==> config.mk <==
export PLATFORM = sky130hd
export DESIGN_NAME = gain_stage
export DESIGN_NICKNAME = d
export VERILOG_FILES = /design/src/rtl/gain_pkg.sv /design/src/rtl/gain_ramp.sv /design/src/rtl/gain_stage.sv
export SDC_FILE = /design/constraint.sdc
export NUM_CORES = 1
export LEC_CHECK = 0
export CORE_MARGIN = 2
export CORE_UTILIZATION = 40
export DETAILED_ROUTE_END_ITERATION = 8
export GPL_TIMING_DRIVEN = 0
export MAX_ROUTING_LAYER = met4
export SETUP_SLACK_MARGIN = 0.05
export SLEW_MARGIN = 20
export SYNTH_ARGS = -nofsm -noshare
export SYNTH_HDL_FRONTEND = slang
export SYNTH_SLANG_ARGS = --single-unit
==> constraint.sdc <==
create_clock -name clk_48 -period 6.6 [get_ports clk_48]
set_input_delay 0.66 -clock clk_48 [delete_from_list [all_inputs] [get_ports clk_48]]
set_output_delay 0.66 -clock clk_48 [all_outputs]
set_load 0.05 [all_outputs]
==> src/rtl/gain_pkg.sv <==
// Shared constants for the output gain stage: Q2.6 gain table, datapath widths
// and the saturation helper used on the scaled product.
package gain_pkg;

   localparam int SAMPLE_W       = 16;
   localparam int GAIN_W         = 8;
   localparam int GAIN_FRAC_BITS = 6;
   localparam int PROD_W         = 25;

   localparam logic signed [SAMPLE_W-1:0] SAMPLE_MAX = 16'sh7fff;
   localparam logic signed [SAMPLE_W-1:0] SAMPLE_MIN = 16'sh8000;

   localparam logic signed [PROD_W-1:0] PROD_SAT_MAX = {{(PROD_W-SAMPLE_W){1'b0}}, SAMPLE_MAX};
   localparam logic signed [PROD_W-1:0] PROD_SAT_MIN = {{(PROD_W-SAMPLE_W){1'b1}}, SAMPLE_MIN};

   // -12 dB .. +9 dB in 3 dB steps, 64 = unity
   localparam logic [GAIN_W-1:0] GAIN_TABLE [8] = '{
      8'd16, 8'd23, 8'd32, 8'd45, 8'd64, 8'd90, 8'd128, 8'd181
   };

   typedef struct packed {
      logic signed [SAMPLE_W-1:0] sample;
      logic                       ovf;
   } sat_t;

   function automatic sat_t sat_sample(input logic signed [PROD_W-1:0] q);
      sat_t s;
      s.ovf    = 1'b1;
      s.sample = q[SAMPLE_W-1:0];
      if (q > PROD_SAT_MAX) begin
         s.sample = SAMPLE_MAX;
      end else if (q < PROD_SAT_MIN) begin
         s.sample = SAMPLE_MIN;
      end else begin
         s.ovf = 1'b0;
      end
      return s;
   endfunction

endpackage

==> src/rtl/gain_ramp.sv <==
// De-zipper ramp: curGain moves 1 LSB toward target every RAMP_DIV samples.
// Zero-latency compare for ramping; no backpressure, free-running divider.
module gain_ramp
   import gain_pkg::*;
#(
   parameter int RAMP_DIV = 48
) (
   input  logic              clk_48,
   input  logic              reset,
   input  logic [GAIN_W-1:0] target,
   output logic [GAIN_W-1:0] curGain,
   output logic              ramping
);

   localparam int               DIV_W    = (RAMP_DIV > 1) ? $clog2(RAMP_DIV) : 1;
   localparam logic [DIV_W-1:0] DIV_LAST = DIV_W'(RAMP_DIV - 1);

   logic [DIV_W-1:0] div_cnt;
   logic             tick;

   assign tick    = (div_cnt == DIV_LAST);
   assign ramping = (curGain != target);

   // Divider is never restarted by target changes, so a new target takes
   // effect on whichever tick comes next.
   always_ff @(posedge clk_48 or posedge reset) begin
      if (reset) begin
         div_cnt <= '0;
         curGain <= '0;
      end else begin
         div_cnt <= tick ? '0 : div_cnt + 1'b1;
         if (tick) begin
            if (curGain < target) begin
               curGain <= curGain + 1'b1;
            end else if (curGain > target) begin
               curGain <= curGain - 1'b1;
            end
         end
      end
   end

endmodule

==> src/rtl/gain_stage.sv <==
// Output volume stage: ramped gain multiply, floor shift, saturate, held clip flag.
// Latency 2 cycles gainIn->gainOut; no backpressure, one sample per clk_48.
module gain_stage
   import gain_pkg::*;
#(
   parameter int RAMP_DIV  = 48,
   parameter int CLIP_HOLD = 24000
) (
   input  logic                       clk_48,
   input  logic                       reset,
   input  logic [2:0]                 gainSelect,
   input  logic                       mute,
   input  logic signed [SAMPLE_W-1:0] gainIn,
   output logic signed [SAMPLE_W-1:0] gainOut,
   output logic [GAIN_W-1:0]          curGain,
   output logic                       clip,
   output logic                       ramping
);

   localparam int                CLIP_W    = $clog2(CLIP_HOLD + 1);
   localparam logic [CLIP_W-1:0] CLIP_LOAD = CLIP_W'(CLIP_HOLD);

   logic [GAIN_W-1:0]        target;
   logic signed [PROD_W-1:0] prod;
   logic signed [PROD_W-1:0] prod_sh;
   sat_t                     sat;
   logic [CLIP_W-1:0]        clip_cnt;

   assign target = mute ? '0 : GAIN_TABLE[gainSelect];

   gain_ramp #(
      .RAMP_DIV (RAMP_DIV)
   ) u_ramp (
      .clk_48  (clk_48),
      .reset   (reset),
      .target  (target),
      .curGain (curGain),
      .ramping (ramping)
   );

   // Arithmetic shift floors toward -inf, so small negative inputs round away from zero.
   assign prod_sh = prod >>> GAIN_FRAC_BITS;
   assign sat     = sat_sample(prod_sh);
   assign clip    = (clip_cnt != '0);

   always_ff @(posedge clk_48 or posedge reset) begin
      if (reset) begin
         prod     <= '0;
         gainOut  <= '0;
         clip_cnt <= '0;
      end else begin
         prod    <= PROD_W'(gainIn) * PROD_W'($signed({1'b0, curGain}));
         gainOut <= sat.sample;
         if (sat.ovf) begin
            clip_cnt <= CLIP_LOAD;
         end else if (clip_cnt != '0) begin
            clip_cnt <= clip_cnt - 1'b1;
         end
      end
   end

endmodule

# ---- Word-level counts from Yosys, hierarchy flattened
# Memory sizes are Yosys's and may differ from the RTL's.
# Index checks and enable logic that the tools add are counted.
dict set report op_classes {
  add_sub_neg 4
  bitwise 1
  reduce_logical 4
  order_cmp 5
  mux 12
  n_eq_ne 2
  n_mul 1
}
# cell count
set op_table {}
lappend op_table {{$mux 8} 5}
lappend op_table {{$mux 16} 2}
lappend op_table {{$mux 15} 2}
lappend op_table {{$mul 16x9->25} 1}
lappend op_table {{$gt 19x16->1 const B} 1}
lappend op_table {{$lt 19x16->1 const B} 1}
lappend op_table {{$reduce_bool 15->1} 1}
lappend op_table {{$sub 15x1->15 const B} 1}
lappend op_table {{$add 8x1->8 const B} 1}
lappend op_table {{$gt 8x8->1} 1}
lappend op_table {{$lt 8x8->1} 1}
lappend op_table {{$ne 8x8->1} 1}
lappend op_table {{$sub 8x1->8 const B} 1}
lappend op_table {{$add 6x1->6 const B} 1}
lappend op_table {{$eq 6x6->1 const B} 1}
lappend op_table {{$mux 6} 1}
lappend op_table {{$ge 4x4->1 const B} 1}
lappend op_table {{$not 3->4} 1}
lappend op_table {{$reduce_bool 2->1} 2}
lappend op_table {{$mux 1} 2}
lappend op_table {{$reduce_and 2->1} 1}
dict set report totals {
  reg_bits 70
  n_memories 1
  romBits 64
  wordCells 35
  input_bits 22
}
# memory depth word_bits rd rd_ports_with_merged_regs wr line
set mem_list {}
lappend mem_list {{(name not given)} 8 8 1 0 0 gain_stage.sv:29} ;# assign target = mute ? '0 : GAIN_TABLE[gainSelect];

# ---- Logic depth before layout (Yosys ltp)
# Gate-level depths: netlist of run 1.
dict set report logic_depth {
  depth_word 8
  depth_mapped 18
  ltp_nobuf 17
}

# ---- Modules after synthesis
# A second synthesis of run 1 with hierarchy kept.
dict set report unflattened {
  hier_cells 793
  area_unflattened_um2 7414.6
}
# mod instances cells_each area_per_inst_um2
set by_module_without_submodules {}
lappend by_module_without_submodules {gain_stage 1 688 6382.4}
lappend by_module_without_submodules {gain_ramp 1 105 1032.2}

# ---- Worst setup path after synthesis of run 1
# OpenSTA, ideal clock, no wires.
dict set report synth_timing {
  path_kind {register to register}
  startpoint {register u_ramp.curGain[1]}
  endpoint {register prod[19]}
  path_stages_with_launch 18
  arrival_time_ps 5062
  n_path_buf 2
  required_ps 6477
  setup_ps 123
  path_slack_ps 1414
  path_cell_list {dfrtp_1 -> clkbuf_1 -> clkbuf_1 -> nand2_1 -> fa_1 -> inv_1 -> fa_1 -> fa_1 -> inv_1 -> fa_1 -> inv_1 -> ha_1 -> and3_1 -> and3_1 -> a32o_1 -> o31a_1 -> a211o_1 -> xor2_1}
}
dict set report synth_between {
  elab_chain_len 1
}
# item line
set synth_lines {}
lappend synth_lines {{from (decl)} gain_ramp.sv:11} ;# output logic [GAIN_W-1:0] curGain,
lappend synth_lines {{from (signal assigned)} gain_ramp.sv:34} ;# curGain <= curGain + 1'b1;
lappend synth_lines {{from (signal assigned)} gain_ramp.sv:36} ;# curGain <= curGain - 1'b1;
lappend synth_lines {{$mul 16x9->25} gain_stage.sv:52} ;# prod <= PROD_W'(gainIn) * PROD_W'($signed({1'b0, curGain}));
lappend synth_lines {{to (signal assigned)} gain_stage.sv:52}
lappend synth_lines {{to (decl)} gain_stage.sv:24} ;# logic signed [PROD_W-1:0] prod;
# No other way between the ends.
# A chain may end at the register's enable or synchronous reset.

# ---- Final worst setup path of run 1
dict set report layout_timing {
  startpoint {register u_ramp.curGain[0]}
  endpoint {register prod[22]}
}
# The elaborated chain is that of the path after synthesis.

==> results.yml, run 1 <==
power:
  p_per_area_nw_per_um2: 351
  switching_share_pct: 44.2
  p_seq_share_pct: 17.9
  p_comb_share_pct: 64.5
  cellLeakagePower_nw: 4.28
  clkPwrFrac_pct: 17.6
  p_switching_mw: 1.31
  vdd_ir_drop_max_mv: 0.240
  p_int_mw: 1.65
sta:
  max_slew_margin_pct: 46.9
  min_period_ns: 5.70
  rsz0062_at_grt: "no"
  setup_viol: 0
  skew_ns: 0.0110
  worst_pin_slew_ns: 0.795
  maxSlewViolCount: 0
  fmax_ghz: 0.175
  finalCritPeriodShare_pct: 86.4
  finalHoldViolations: 0
  tns_ns: 0
  fin_ws_ns: 0.900
floorplanning:
  die_area_um2: 19500
  ios: 48
  start_util_pct: 40.9
  die_h_um: 140
  core_area_um2: 18000
  rows: 49
  die_w_um: 140
global_routing:
  gr-usage-met3_pct: 2.20
  grt_start_max_net_pins: 56
  antenna_found_initial: 0
  grtUsageMet1_pct: 24.0
  grtUsageTotal_pct: 17.0
  grt_use_met2_pct: 25.9
  grt_busiest_layer: "met2"
  grt_pass1_vias: 5223
  grt_pass1_wl_um: 25800
  grt-ovfl-total: 0
status:
  status: "finished, final reports clean"
run:
  maxCapViolations: 0
clocking:
  htree_levels: 3
  cts_num_sinks: 64
  clkTransAtPathRegs_ns: 0.06
  cts-resized-gates: 0
  clock-root-buffer: "clkbuf_16"
  postCtsSetupRepairBufs: 0
  cts_buffer_depth: 2
  cts_tree: "yes"
  cts_buffers: 9
  insertion_delay_ns: 0.34
  postCtsHoldBufs: 0
drt:
  remaining_drc_errors: 0
  dr.pass1.iters: 4
  drt_iter0_drc: 223
  ant_nets: 0
  routed_wl_um: 15000
  vias: 5244
  avgViaCountPerCell: 4.92
  wl_per_cell_um: 14.1
worst_setup_path:
  cp_num_buf_inv: 5
  cp_top_family: "adder cells"
  required_ns: 6.85
  crit_chain: "clkbuf_1 -> buf_1 -> nand2_1 -> fa_1 -> inv_1 -> fa_1 -> fa_1 -> inv_1 -> fa_1 -> inv_1 -> ha_1 -> and3_1 -> nand4_1 -> a211oi_1 -> o21ai_1 -> and4b_1 -> nor3_1"
  crit_path_start: "u_ramp.curGain[0]"
  path_max_fanout: 10
  max_stage_delay_ns: 0.52
  critPathMostFrequentCell: "fa_1"
  end_kind: "register"
  r2r-start: "u_ramp.curGain[0]"
  worstPathArrival_ns: 5.95
  cp_slowest_cell: "fa_1"
  crit_path_start_kind: "register"
  crit_type: "register to register"
finish:
  drive_gt1_share_pct: 4.06
  syn2layout_area_growth_pct: 15.1
  finalNetCount: 1019
  post-route-cell-area_um2: 8450
  final_util_pct: 47.1
  antenna_cells: 0
  fin_cells: 1066
  fillers: 1766
logic_synthesis:
  synth_top_cells_by_count: "inv_1 (159), fa_1 (102), and2_1 (75), nand2_1 (72), dfrtp_1 (64)"
  synth-edff-count: 0
  yosysSeqAreaShare_pct: 21.8
  synth_area_leaders: "fa_1 (28%), dfrtp_1 (22%), ha_1 (11%), inv_1 (8.1%), and2_1 (6.4%)"
  netlist_area_um2: 7350
  yosysMostFrequentCell: "inv_1"
  synth_top_area_share_pct: 27.8
  synthFlopType: "dfrtp_1"
  syn_area_per_cell_um2: 9.49
  synth_nets: 960
  async_flop_share_pct: 100
  yosys_warnings: 0
  synth_seq_cells: 64
  yosys.area.top_type: "fa_1"
  syn_inst: 774
  post_synth_num_cell_types: 53
placement:
  port_buffers: 47
  dp_cells: 1051
  hpwl_um: 12100
  pre_cts_ws_ns: 0.485
  gp_congestion: 0.811
  place_area_um2: 8130
min_path:
  hp-start: "prod[18]"
  min_path_type: "register to register"
-- sequential cells by signal, indices dropped and copies added, names as in the netlist --
register	cells
u_ramp.curGain	8
prod	19
clip_cnt	15
u_ramp.div_cnt	6
gainOut	16
-- final cells by class --
type	instances	area (um^2)	share of cell area, %
Buffer	16	61.3	0.725
Clock buffer	10	239	2.83
Clock inverter	5	81.3	0.962
Inverter	159	599	7.09
Multi-Input combinational cell	535	5090	60.2
Sequential cell	64	1600	18.9
Tap cell	229	287	3.39
Timing Repair Buffer	48	498	5.89
-- metrics by stage --
stage / total power [mW] / hold WS (ns)
after floorplan: 2.05 / 0.441
after global placement: 2.45 / 0.446
after detailed placement: 2.47 / 0.451
after CTS: 3.01 / 0.462
after global routing: 3.30 / 0.474
final: 2.97 / 0.460
-- power by group through the flow --
stage,Sequential [mW],Clock (mW),Combinational [mW]
floorplan,0.542,0,1.51
detailed placement,0.538,0,1.93
CTS,0.532,0.537,1.95
finish,0.531,0.523,1.91
global placement,0.536,0,1.92
global route,0.538,0.551,2.22
-- cells by family (layout without fill, tap and decap cells) --
| logic type | count (synthesis) | in the layout | share of synthesized area [%] |
|---|---|---|---|
| AOI/OAI and AO/OA | 94 | 94 | 8.50 |
| adders and majority gates | 164 | 164 | 38.4 |
| DFF | 64 | 64 | 21.8 |
| muxes | 8 | 8 | 1.19 |
| buffers and inverters | 175 | 238 | 8.96 |
| xor gates and xnor gates | 39 | 39 | 4.65 |
| and+or+nand+nor | 230 | 230 | 16.5 |
-- routing by layer --
metal / vias up / wire length, um / share of wire (%)
met4: 0 / 248 / 1.7
met2: 65 / 7050 / 47
met3: 15 / 384 / 2.6
met1: 2606 / 7330 / 49
met5: - / 0 / 0
li1: 2558 / - / -
-- worst register-to-register path, delay by kind of cell (launching register included) --
kind	cells	cell delay, ns
buf+inv	5	1.05
simple gates	5	1.03
compound gates	2	0.78
fa+ha+maj	5	2.35
flops	1	0.39
-- layout by cell type (no fill, tap or decap), types with 3 or more instances in the layout --
master and instances:
a211o_1 3, a211oi_1 3, a21o_1 7, a21oi_1 24, and2_1 75, and3_1 3, clkbuf_1 14, clkbuf_16 9
clkdlybuf4s50_1 47, dfrtp_1 64, fa_1 102, ha_1 62, inv_1 158, mux2_2 6, nand2_1 72, nand3_1 8
nand4_1 6, nor2_1 24, nor2b_1 5, nor3_1 10, nor4_1 4, o211ai_1 6, o21a_1 18, o21ai_0 14
o21ai_1 3, or2_2 3, or3_1 8, xnor2_1 31, xor2_1 8
-- final timing paths --
| check | endpoint | slack [ns] | cells past startpoint |
|---|---|---|---|
| worst max-delay path | prod[22] | 0.90 | 17 |
| max in group asynchronous | prod[20] | 5.50 | 3 |
| worst min register to register | gainOut[12] | 0.46 | 1 |
| worst max register to register | prod[22] | 0.90 | 17 |
| min in group asynchronous | prod[7] | 0.58 | 2 |
| worst min-delay path | gainOut[12] | 0.46 | 1 |
(Power assumes the default switching activity.)
==> run 2: changes to the inputs <==
--- a/config.mk
+++ b/config.mk
@@ -10,6 +10,7 @@
 export DETAILED_ROUTE_END_ITERATION = 8
 export GPL_TIMING_DRIVEN = 0
 export MAX_ROUTING_LAYER = met4
+export REMOVE_ABC_BUFFERS = 1
 export SETUP_SLACK_MARGIN = 0.05
 export SLEW_MARGIN = 20
 export SYNTH_ARGS = -nofsm -noshare
==> run 2 against run 1 <==
Sequential share of layout area grew 0.14 points. Die area did not move. Wire length shrank 3.9%. Critical path depth did not move. Largest cell class unchanged. Highest routed layer unchanged.
==> results.yml, run 2 (same netlist as run 1, synthesis figures left out) <==
drt:
  wl_per_cell_um: 13.7
  dr.pass1.iters: 4
  avgViaCountPerCell: 4.81
  routed_wl_um: 14400
  remaining_drc_errors: 0
  ant_nets: 0
  drt_iter0_drc: 238
  vias: 5051
finish:
  largest_register_ffs: 19
  final_util_pct: 46.7
  final_cell_mix: "inv_1 (158), fa_1 (102), and2_1 (75)"
  fin_cells: 1051
  finalNetCount: 1003
  multi_input_area_um2: 5090
  drive_gt1_share_pct: 4.14
  layout.area.seq_um2: 1600
  reg_top3: "prod x19, gainOut x16, clip_cnt x15"
  syn2layout_area_growth_pct: 14.2
  final_common_cell: "inv_1"
  fillers: 1708
  antenna_cells: 0
  max_flop_register: "prod"
  post-route-cell-area_um2: 8390
clocking:
  cts-resized-gates: 0
  cts_buffers: 9
  postCtsHoldBufs: 0
  cts_num_sinks: 64
  postCtsSetupRepairBufs: 0
  clock-root-buffer: "clkbuf_16"
  htree_levels: 3
  cts_buffer_depth: 2
  clkTransAtPathRegs_ns: 0.05
  insertion_delay_ns: 0.35
  cts_tree: "yes"
status:
  status: "finished, final reports clean"
sta:
  tns_ns: 0
  rsz0062_at_grt: "no"
  finalCritPeriodShare_pct: 83.6
  max_slew_margin_pct: 34.4
  setup_viol: 0
  min_period_ns: 5.52
  skew_ns: 0.0118
  hold_ws_ns: 0.453
  fmax_ghz: 0.181
  maxSlewViolCount: 0
  worst_pin_slew_ns: 0.980
  finalHoldViolations: 0
worst_setup_path:
  max_stage_delay_ns: 0.60
  path_max_fanout: 8
  worstPathArrival_ns: 5.73
  crit_type: "primary input to register"
  crit_path_start_kind: "primary input"
  required_ns: 6.81
  end_kind: "register"
  cp_top_family: "adder cells"
  cp_slowest_cell: "a311oi_1"
  cp_num_buf_inv: 5
  crit_chain: "clkdlybuf4s50_1 -> and2_1 -> fa_1 -> inv_1 -> fa_1 -> inv_1 -> fa_1 -> inv_1 -> fa_1 -> inv_1 -> ha_1 -> a21o_1 -> a311oi_1 -> o21ai_0 -> a21oi_1 -> o221ai_1 -> xnor2_1"
floorplanning:
  start_util_pct: 40.9
  die_h_um: 140
  rows: 49
  ios: 48
  core_area_um2: 18000
  die_w_um: 140
  die_area_um2: 19500
placement:
  dp_cells: 1035
  gp_congestion: 0.776
  port_buffers: 47
  place_area_um2: 8060
  hpwl_um: 11400
power:
  p_per_area_nw_per_um2: 353
  vdd_ir_drop_max_mv: 0.317
  p_int_mw: 1.66
  cellLeakagePower_nw: 4.25
  clkPwrFrac_pct: 17.8
  p_comb_share_pct: 63.7
  p_seq_share_pct: 18.5
  p_switching_mw: 1.31
  switching_share_pct: 44.1
global_routing:
  antenna_found_initial: 0
  grtUsageTotal_pct: 16.6
  grt_pass1_wl_um: 25500
  grt_pass1_vias: 5257
  grt_start_max_net_pins: 36
  grt-ovfl-total: 0
run:
  maxCapViolations: 0
min_path:
  min_path_type: "register to register"
==> run 2: cell types whose count changed in the layout (fill, tap and decap cells not counted) <==
cell,change
clkbuf_1,-14
inv_6,+3
buf_1,-1
buf_12,+1
buf_16,-1
buf_2,-1
clkbuf_8,-1
clkinv_2,-1
clkinv_4,-1
clkinvlp_4,+1
==> run 2: power groups by stage <==
stage	clock, mW	combinational [mW]	sequential, mW
2_1_floorplan	0	1.49	0.550
3_3_place_gp	0	1.87	0.553
3_5_place_dp	0	1.90	0.554
4_1_cts	0.537	1.91	0.548
5_1_grt	0.554	2.20	0.557
6_report	0.527	1.89	0.547
==> run 2: cell type report <==
cell class | instances | area share [%]
clock buffer | 9 | 2.68
clock inverter | 7 | 1.21
inverter | 159 | 7.14
multi-input combinational | 535 | 60.6
sequential | 64 | 19.1
tap | 229 | 3.41
timing repair buffer | 48 | 5.85
==> run 2: worst reg2reg max path: stages (launching register included) <==
cell and delay [ns]:
dfrtp_1 0.71, and2_1 0.36, fa_1 0.57, inv_1 0.16, fa_1 0.56, inv_1 0.06
fa_1 0.47, inv_1 0.05, fa_1 0.52, inv_1 0.04, ha_1 0.36, a21o_1 0.18
a311oi_1 0.60, o21ai_0 0.19, a21oi_1 0.20, o221ai_1 0.15, xnor2_1 0.17
==> run 2: final timing paths <==
| kind | from | endpoint | slack, ns | depth (start not counted) |
|---|---|---|---|---|
| worst max-delay path | gainIn[15] | prod[24] | 1.08 | 17 |
| worst min-delay path | prod[24] | gainOut[15] | 0.45 | 0 |
| worst max register to register | u_ramp.curGain[1] | prod[24] | 1.10 | 16 |
| worst min register to register | prod[24] | gainOut[15] | 0.45 | 0 |
| max in group asynchronous | reset | clip_cnt[8] | 5.42 | 3 |
| min in group asynchronous | reset | gainOut[7] | 0.66 | 2 |
==> run 2: per-layer routing <==
metal | track usage [%] | routed length [um] | vias up | part of all wire [%]
met5 | - | 0 | - | 0
met4 | 4.31 | 178 | 0 | 1.2
met3 | 2.27 | 459 | 12 | 3.2
met2 | 24.5 | 6210 | 71 | 43
met1 | 24.2 | 7580 | 2448 | 53
li1 | - | - | 2520 | -
==> run 2: through the flow <==
| step | total power [mW] | setup WS [ns] |
|---|---|---|
| 6_report | 2.96 | 1.08 |
| 5_1_grt | 3.31 | 0.697 |
| 4_1_cts | 3.00 | 1.08 |
| 3_5_place_dp | 2.45 | 0.734 |
| 3_3_place_gp | 2.43 | 0.712 |
| 2_1_floorplan | 2.04 | 1.52 |
